===== config.mk =====
export PLATFORM = sky130hd
export DESIGN_NAME = reg_file_2r1w_flat
export DESIGN_NICKNAME = d
export VERILOG_FILES = /design/src/rtl/reg_file_pkg.sv /design/src/rtl/reg_file_2r1w_if.sv /design/src/rtl/reg_file_2r1w_read_port.sv /design/src/rtl/reg_file_2r1w.sv /design/src/flat_wrapper.sv
export SDC_FILE = /design/constraint.sdc
export NUM_CORES = 2
export LEC_CHECK = 0
export ABC_AREA = 0
export BUFFER_PORTS_ARGS = -buffer_cell sky130_fd_sc_hd__clkbuf_2
export CAP_MARGIN = 10
export CORE_MARGIN = 2
export CORE_UTILIZATION = 40
export CTS_CLUSTER_DIAMETER = 40
export DETAILED_ROUTE_END_ITERATION = 10
export GPL_TIMING_DRIVEN = 0
export HOLD_SLACK_MARGIN = 0.08
export PLACE_DENSITY = 0.65
export SLEW_MARGIN = 20
export SYNTH_ARGS = -nofsm -noshare
export SYNTH_HDL_FRONTEND = slang
export SYNTH_HIERARCHICAL = 1
export SYNTH_SLANG_ARGS = --single-unit

===== constraint.sdc =====
create_clock -name clk -period 6.84 [get_ports clk]
set_input_delay 1.368 -clock clk [delete_from_list [all_inputs] [get_ports clk]]
set_output_delay 1.368 -clock clk [all_outputs]
set_load 0.05 [all_outputs]

===== src/rtl/reg_file_pkg.sv =====
// reg_file_pkg: shared widths and types for the 2R1W register file,
// its bus interface and the bench.
package reg_file_pkg;

  localparam int REG_ADDR_W = 5;
  localparam int REG_DATA_W = 32;
  localparam int REG_DEPTH  = 32;

  typedef logic [REG_ADDR_W-1:0] reg_addr_t;
  typedef logic [REG_DATA_W-1:0] reg_data_t;

endpackage


===== src/rtl/reg_file_2r1w_if.sv =====
// intf_reg: decode-side request bundle and execute-side operands
// of the 2R1W register file.
interface intf_reg;
  import reg_file_pkg::*;

  reg_addr_t ReadRegister1;
  reg_addr_t ReadRegister2;
  reg_addr_t WriteRegister;
  reg_data_t WriteData;
  logic      RegWrite;
  reg_data_t ReadData1;
  reg_data_t ReadData2;

  modport master (
    output ReadRegister1,
    output ReadRegister2,
    output WriteRegister,
    output WriteData,
    output RegWrite,
    input  ReadData1,
    input  ReadData2
  );

  modport slave (
    input  ReadRegister1,
    input  ReadRegister2,
    input  WriteRegister,
    input  WriteData,
    input  RegWrite,
    output ReadData1,
    output ReadData2
  );

endinterface


===== src/rtl/reg_file_2r1w_read_port.sv =====
// reg_file_read_port: one registered read port with write bypass
// and optional hardwired-zero entry 0.
module reg_file_read_port #(
  parameter int DATA_W   = 32,
  parameter int ADDR_W   = 5,
  parameter bit ZERO_REG = 1'b1
) (
  input  logic              clk,
  input  logic              reset,
  input  logic [ADDR_W-1:0] raddr_i,
  input  logic [ADDR_W-1:0] waddr_i,
  input  logic [DATA_W-1:0] wdata_i,
  input  logic              wen_i,
  input  logic [DATA_W-1:0] mem_data_i,
  output logic [DATA_W-1:0] rdata_o
);

  logic [DATA_W-1:0] rdata_d;
  logic [DATA_W-1:0] rdata_q;
  logic              hit;
  logic              zero_hit;

  assign hit      = wen_i && (waddr_i == raddr_i);
  assign zero_hit = ZERO_REG && (raddr_i == '0);

  always_comb begin
    rdata_d = mem_data_i;
    unique case (1'b1)
      zero_hit: rdata_d = '0;
      hit:      rdata_d = wdata_i;
      default:  rdata_d = mem_data_i;
    endcase
  end

  always_ff @(posedge clk) begin
    if (!reset) begin
      rdata_q <= '0;
    end else begin
      rdata_q <= rdata_d;
    end
  end

  assign rdata_o = rdata_q;

endmodule


===== src/rtl/reg_file_2r1w.sv =====
// reg_file_2r1w: 32x32 flop-array register file, two registered
// read ports with new-data bypass, one write port.
module reg_file_2r1w
  import reg_file_pkg::*;
#(
  parameter int DATA_W   = REG_DATA_W,
  parameter int ADDR_W   = REG_ADDR_W,
  parameter bit ZERO_REG = 1'b1
) (
  input logic     clk,
  input logic     reset,
  intf_reg.slave  bus
);

  localparam int DEPTH = 1 << ADDR_W;

  logic [DATA_W-1:0] mem_q [DEPTH];
  logic              wr_en;
  logic [DATA_W-1:0] rd1_mem;
  logic [DATA_W-1:0] rd2_mem;

  // writes to a hardwired-zero entry are dropped before they reach storage or bypass
  assign wr_en = bus.RegWrite &&
                 !(ZERO_REG && (bus.WriteRegister == '0));

  always_ff @(posedge clk) begin
    if (!reset) begin
      for (int i = 0; i < DEPTH; i++) begin
        mem_q[i] <= '0;
      end
    end else if (wr_en) begin
      mem_q[bus.WriteRegister] <= bus.WriteData;
    end
  end

  assign rd1_mem = mem_q[bus.ReadRegister1];
  assign rd2_mem = mem_q[bus.ReadRegister2];

  reg_file_read_port #(
    .DATA_W   (DATA_W),
    .ADDR_W   (ADDR_W),
    .ZERO_REG (ZERO_REG)
  ) u_rp1 (
    .clk        (clk),
    .reset      (reset),
    .raddr_i    (bus.ReadRegister1),
    .waddr_i    (bus.WriteRegister),
    .wdata_i    (bus.WriteData),
    .wen_i      (wr_en),
    .mem_data_i (rd1_mem),
    .rdata_o    (bus.ReadData1)
  );

  reg_file_read_port #(
    .DATA_W   (DATA_W),
    .ADDR_W   (ADDR_W),
    .ZERO_REG (ZERO_REG)
  ) u_rp2 (
    .clk        (clk),
    .reset      (reset),
    .raddr_i    (bus.ReadRegister2),
    .waddr_i    (bus.WriteRegister),
    .wdata_i    (bus.WriteData),
    .wen_i      (wr_en),
    .mem_data_i (rd2_mem),
    .rdata_o    (bus.ReadData2)
  );

endmodule

===== src/flat_wrapper.sv =====
// flat-port wrapper written by rule: the top's interface ports become plain ports
module reg_file_2r1w_flat import reg_file_pkg::*;
#(
  parameter int DATA_W   = REG_DATA_W,
  parameter int ADDR_W   = REG_ADDR_W,
  parameter bit ZERO_REG = 1'b1
)
  (clk, reset, bus_ReadRegister1, bus_ReadRegister2, bus_WriteRegister, bus_WriteData, bus_RegWrite, bus_ReadData1, bus_ReadData2);
  intf_reg bus_i ();
  input logic clk;
  input logic reset;
  input wire logic [$bits(bus_i.ReadRegister1)-1:0] bus_ReadRegister1;
  input wire logic [$bits(bus_i.ReadRegister2)-1:0] bus_ReadRegister2;
  input wire logic [$bits(bus_i.WriteRegister)-1:0] bus_WriteRegister;
  input wire logic [$bits(bus_i.WriteData)-1:0] bus_WriteData;
  input wire logic [$bits(bus_i.RegWrite)-1:0] bus_RegWrite;
  output wire logic [$bits(bus_i.ReadData1)-1:0] bus_ReadData1;
  output wire logic [$bits(bus_i.ReadData2)-1:0] bus_ReadData2;
  assign bus_i.ReadRegister1 = bus_ReadRegister1;
  assign bus_i.ReadRegister2 = bus_ReadRegister2;
  assign bus_i.WriteRegister = bus_WriteRegister;
  assign bus_i.WriteData = bus_WriteData;
  assign bus_i.RegWrite = bus_RegWrite;
  assign bus_ReadData1 = bus_i.ReadData1;
  assign bus_ReadData2 = bus_i.ReadData2;
  reg_file_2r1w #(.DATA_W(DATA_W), .ADDR_W(ADDR_W), .ZERO_REG(ZERO_REG)) u_core (.clk(clk), .reset(reset), .bus(bus_i));
endmodule

Yosys cells after proc, flatten, opt, wreduce, memory -nomap -nowiden
Memory sizes are Yosys's and may differ from the RTL's.
Cells that the tools add are included.
{"block": "classes", "n_eq_ne": 2, "n_mux": 9, "reduce_logical": 8}
{"op": "case mux 32 bit (2 select lines)", "count": 2}
{"op": "two-way mux 32 bit", "count": 1}
{"op": "OR reduction 32 bit", "count": 1}
{"op": "logical NOT 5 bit", "count": 3}
{"op": "equality test 5 bit", "count": 2}
{"op": "two-way mux 1 bit", "count": 5}
{"op": "two-way mux 5 bit", "count": 1}
{"op": "logical AND 1 bit", "count": 3}
{"op": "logical NOT 1 bit", "count": 1}
{"block": "totals", "regBits": 64, "ram_bits": 1024, "inputBits": 50, "output_inout_bits": 64, "word_cells": 22, "memories": 1}
{"name": "u_core.mem_q", "depth": 32, "width": 32, "rd": 2, "rd_ports_with_merged_regs": 0, "write_ports": 32, "line": "reg_file_2r1w.sv:17", "rtl": "logic [DATA_W-1:0] mem_q [DEPTH];"}

Logic depth before layout (Yosys ltp)
{"block": "depth", "depth_word": 8, "depth_mapped": 10}

Hierarchy
Netlist, hierarchy kept.
{"module": "reg_file_2r1w", "instances": 1, "cells_per_inst": 4611, "area_each_um2": 55771.0, "seq_area_each_um2": 30749.5}
{"module": "reg_file_read_port", "instances": 2, "cells_per_inst": 148, "area_each_um2": 1388.8, "seq_area_each_um2": 640.6}

Worst setup path before layout
No wires, ideal clock.
{"block": "synth_timing", "kind": "input port to flip-flop", "from": "in reset", "to": "mem u_core.mem_q[22][0], enable pin", "setup_time_ns": 0.466, "arrival_ns": 4.308, "path_slack_ns": 2.066, "cell_stages": 4, "path_buffers": 2, "cell_sequence": "buf_2 > nand4b_1 > buf_2 > o21ai_0"}
{"element": "from (decl)", "line": "flat_wrapper.sv:11", "rtl": "input logic reset;"}
{"element": "to (decl)", "line": "reg_file_2r1w.sv:17"}

Worst setup path in the final report
{"block": "layout_timing", "from": "in bus_ReadRegister1[1]", "to": "reg u_core.u_rp1.rdata_q[6], in the netlist u_core/u_rp1/rdata_o[6]"}
{"block": "layout_via", "word_cells_on_any_way": 5, "classes_between": "eq/ne (1); mux (1); reduce/logical (2); memory (1)"}
{"element": "from (decl)", "line": "flat_wrapper.sv:12", "rtl": "input wire logic [$bits(bus_i.ReadRegister1)-1:0] bus_ReadRegister1;"}
{"element": "memory (32 x 32 bit)"}
{"element": "named net u_core.rd1_mem[6]", "line": "reg_file_2r1w.sv:19", "rtl": "logic [DATA_W-1:0] rd1_mem;"}
{"element": "case mux 32 bit (2 select lines)", "line": "reg_file_2r1w_read_port.sv:28", "rtl": "unique case (1'b1)"}
{"element": "to (signal assigned)", "line": "reg_file_2r1w_read_port.sv:39", "rtl": "rdata_q <= rdata_d;"}
{"element": "to (decl)", "line": "reg_file_2r1w_read_port.sv:19", "rtl": "logic [DATA_W-1:0] rdata_q;"}
The timed path passes the listed nets, and every way through them passes these cells.
A chain may end at the register's enable or synchronous reset.

==> reports/metrics.cfg <==
[detailed_routing]
num_vias = 42740
drt-pass1-iter-count = 8
viasPerCell = 5.831
routed_wl_mm = 218.5
drtIter0Drc = 6282
antenna_left = 0
wl_per_cell_um = 29.81
drc = 0

[power_and_ir_drop]
switching_share = 0.2744
power_density_nw_per_um2 = 275.4
vdd_ir_drop_max_v = 0.0002162
p_int_uw = 13740
p_leak_uw = 0.02702
power_frac_comb = 0.118
power_frac_clock = 0.466
power.share.sequential = 0.416
p_sw_uw = 5197

[floorplan]
core_um2 = 145600
dieArea_um2 = 149400
initial_utilization = 0.4022
io_pins = 114
die_w_um = 386.6
fp-row-count = 140
fp.dieH_um = 386.6

[flow_run]
drv_cap = 0

[worst_setup_path]
r2r-start = u_core/mem_q[0][2]$_SDFFCE_PN0P_
crit_arrival_ps = 4650
endpoint_kind = flop
cp.depth = 10
reg2reg_to = u_core/u_rp2/rdata_o[2]$_SDFF_PN0_
endpoint = u_core/u_rp1/rdata_o[6]$_SDFF_PN0_
crit_required_ps = 7460
critical_path.max_fanout = 10
cp_slowest_stage_delay_ps = 730
reg2reg_depth = 7
critPathBufInv = 4
startpoint = bus_ReadRegister1[1]
regToRegSetupSlack_ps = 4390
crit_family = buffers and inverters
crit_type = in -> reg
cp-start-kind = input pin
path_cells = clkbuf_2, buf_2, buf_2, buf_2, mux2i_1, a22oi_1, nand3_1, nand3_1, nand2_1, mux2i_1
crit_top_cell = buf_2
worst_path_max_delay_cell = mux2i_1

[synth]
yosysUniqueCellTypes = 39
synthCells = 4907
synth_ff_type = edfxtp_1
seq_area_frac_synth = 0.5471
synth_edf_count = 1024
syn_area_um2 = 58550
syn_area_per_cell_um2 = 11.93
synth-async-reset-ratio = 0
ys_warn_count = 6
synth-seq-cells = 1088

[placed_design]
dpl_cell_area_um2 = 62850
portBuffers = 112
place_inst = 6999
dp.final_hpwl_mm = 169.3
gp_congestion = 1.055
pre_cts_slack_ps = 2363

[final_layout]
final_util = 0.4724
stdcell_count = 7331
final_area_um2 = 68760
n_fill_cell = 12960
nNetsFinal = 5307
syn2layout_area_growth_pct = 17.44
drive_gt1_frac = 0.1285

[clock_network]
hold_buffers = 0
clk_pin_slew_ps = 60
cts_tree = done
cts_made_buffers = 173
root_buffer = clkbuf_16
cts_setup_buffers = 0
insertion_delay_ps = 820
clockBufferDepth = 3
htree_levels = 4
clock_sinks = 1088
cts.repair.resized = 0

[grt]
grt_remaining_overflow = 0
grt.total_usage = 0.2847
grt_pass1_vias = 41520
grt_pass1_wl_mm = 302.0
grt_max_degree = 31
antenna_found_initial = 15

[timing]
setup_violations = 0
worst_pin_slew_ps = 1120
rsz0062_at_grt = no
fin_crit_sh = 0.5892
min_period_ps = 4030
finalHoldViolCount = 0
slew_violations = 0
max_freq_ghz = 0.2481
clock_skew_ps = 32.27
worst_slack_ps = 2810
slew_headroom = 0.2535
final.setup.tns_ps = 0

[min_path]
hold_depth = 6
hp-class = reg -> reg

[run_status]
status = finished, final reports clean

==> cells in the mapped netlist (2+ instances only) <==
cell type | count | area share
nand2_1 | 323 | 0.021
xnor2_1 | 2 | 0.00030
dfxtp_1 | 64 | 0.022
clkbuf_1 | 249 | 0.016
nor3_1 | 64 | 0.0055
a21oi_1 | 192 | 0.016
buf_2 | 84 | 0.0072
o21a_4 | 2 | 0.00051
nor2b_1 | 4 | 0.00043
clkbuf_2 | 16 | 0.0014
o21ai_0 | 31 | 0.0026
nand3_1 | 194 | 0.017
or3b_1 | 2 | 0.00030
nor2_2 | 13 | 0.0014
or2_2 | 2 | 0.00021
mux2i_1 | 1088 | 0.19
buf_8 | 6 | 0.0015
nand3b_1 | 3 | 0.00038
a22o_1 | 128 | 0.019
nor2_1 | 22 | 0.0014
edfxtp_1 | 1024 | 0.53
or4_4 | 2 | 0.00038
buf_6 | 12 | 0.0023
a22oi_1 | 192 | 0.025
xor2_1 | 8 | 0.0012
nor4_1 | 2 | 0.00021
buf_1 | 34 | 0.0022
buf_4 | 73 | 0.0094
and3_1 | 2 | 0.00021
and2_1 | 994 | 0.11
nand2b_1 | 4 | 0.00043
a31oi_1 | 64 | 0.0068
==> layer usage <==
metal  vias to the layer above  share of wire  GRT usage
li1                      18620              -          -
met1                     21200           0.40     0.3812
met2                      2494           0.43     0.4235
met3                       429           0.12    0.08439
met4                         8          0.049     0.1318
met5                         -        0.00025          0
==> cells in the final DEF (no fill, tap or decap), types with 128 or more instances in the layout <==
master	netlist	routed
a21oi_1	192	192
mux2i_1	1088	1088
clkbuf_1	249	255
clkbuf_2	16	134
edfxtp_1	1024	1024
a22oi_1	192	192
nand2_1	323	323
and2_1	994	994
a22o_1	128	128
nand3_1	194	194
clkbuf_16	0	176
==> worst min path at each step <==
stage / start / endpoint / slack, ps
2_1_floorplan: u_core/mem_q[16][1]$_SDFFCE_PN0P_ / u_core/u_rp2/rdata_o[1]$_SDFF_PN0_ / 730
3_3_place_gp: u_core/mem_q[16][16]$_SDFFCE_PN0P_ / u_core/u_rp2/rdata_o[16]$_SDFF_PN0_ / 830
3_5_place_dp: u_core/mem_q[18][29]$_SDFFCE_PN0P_ / u_core/u_rp2/rdata_o[29]$_SDFF_PN0_ / 830
4_1_cts: bus_WriteData[17] / u_core/u_rp1/rdata_o[17]$_SDFF_PN0_ / 820
5_1_grt: bus_WriteData[26] / u_core/u_rp2/rdata_o[26]$_SDFF_PN0_ / 870
6_report: u_core/mem_q[16][16]$_SDFFCE_PN0P_ / u_core/u_rp2/rdata_o[16]$_SDFF_PN0_ / 840
==> through the flow <==
step / hold WS (ps) / power (µW)
after floorplan: 730.1 / 9233
after global placement: 831.6 / 10080
after detailed placement: 828.1 / 10160
after CTS: 820.9 / 18960
after global routing: 874.3 / 19420
final: 836.0 / 18940
==> power by group through the flow <==
stage	combinational [µW]	sequential, µW	clock (µW)
6_report	2240	7870	8820
4_1_cts	2170	7860	8930
3_5_place_dp	2160	7990	0
3_3_place_gp	2060	8010	0
2_1_floorplan	1130	8100	0
5_1_grt	2310	7910	9200
==> worst min-delay path: cells and delay by family, from the launching register on <==
family,cells,cell delay (ps)
DFF,1,330
and+or+nand+nor,3,200
muxes,2,190
AOI/OAI and AO/OA,1,70
==> kinds of logic after synthesis <==
kind of cell,share of synthesized area
AOI/OAI and AO/OA,0.07033
xor gates and xnor gates,0.001496
buffers and inverters,0.03996
DFF,0.5471
muxes,0.1860
other,0.00006405
and+or+nand+nor,0.1551
==> sequential cells by signal, indices dropped and copies added (netlist names) <==
| name | count |
|---|---|
| u_core/mem_q | 1024 |
| u_core/u_rp1/rdata_o | 32 |
| u_core/u_rp2/rdata_o | 32 |
==> cell type report <==
| class | instances | area, µm² | share of cell area |
|---|---|---|---|
| antenna | 6 | 15.01 | 0.0002184 |
| buffer | 474 | 2345 | 0.03410 |
| clock buffer | 192 | 4504 | 0.06551 |
| clock inverter | 134 | 1393 | 0.02025 |
| inverter | 1 | 3.754 | 0.00005459 |
| multi-input combinational | 3375 | 24640 | 0.3584 |
| sequential | 1088 | 32030 | 0.4658 |
| tap | 1917 | 2399 | 0.03488 |
| timing repair buffer | 144 | 1426 | 0.02074 |
Note: power is estimated with default switching activity, not from simulation.
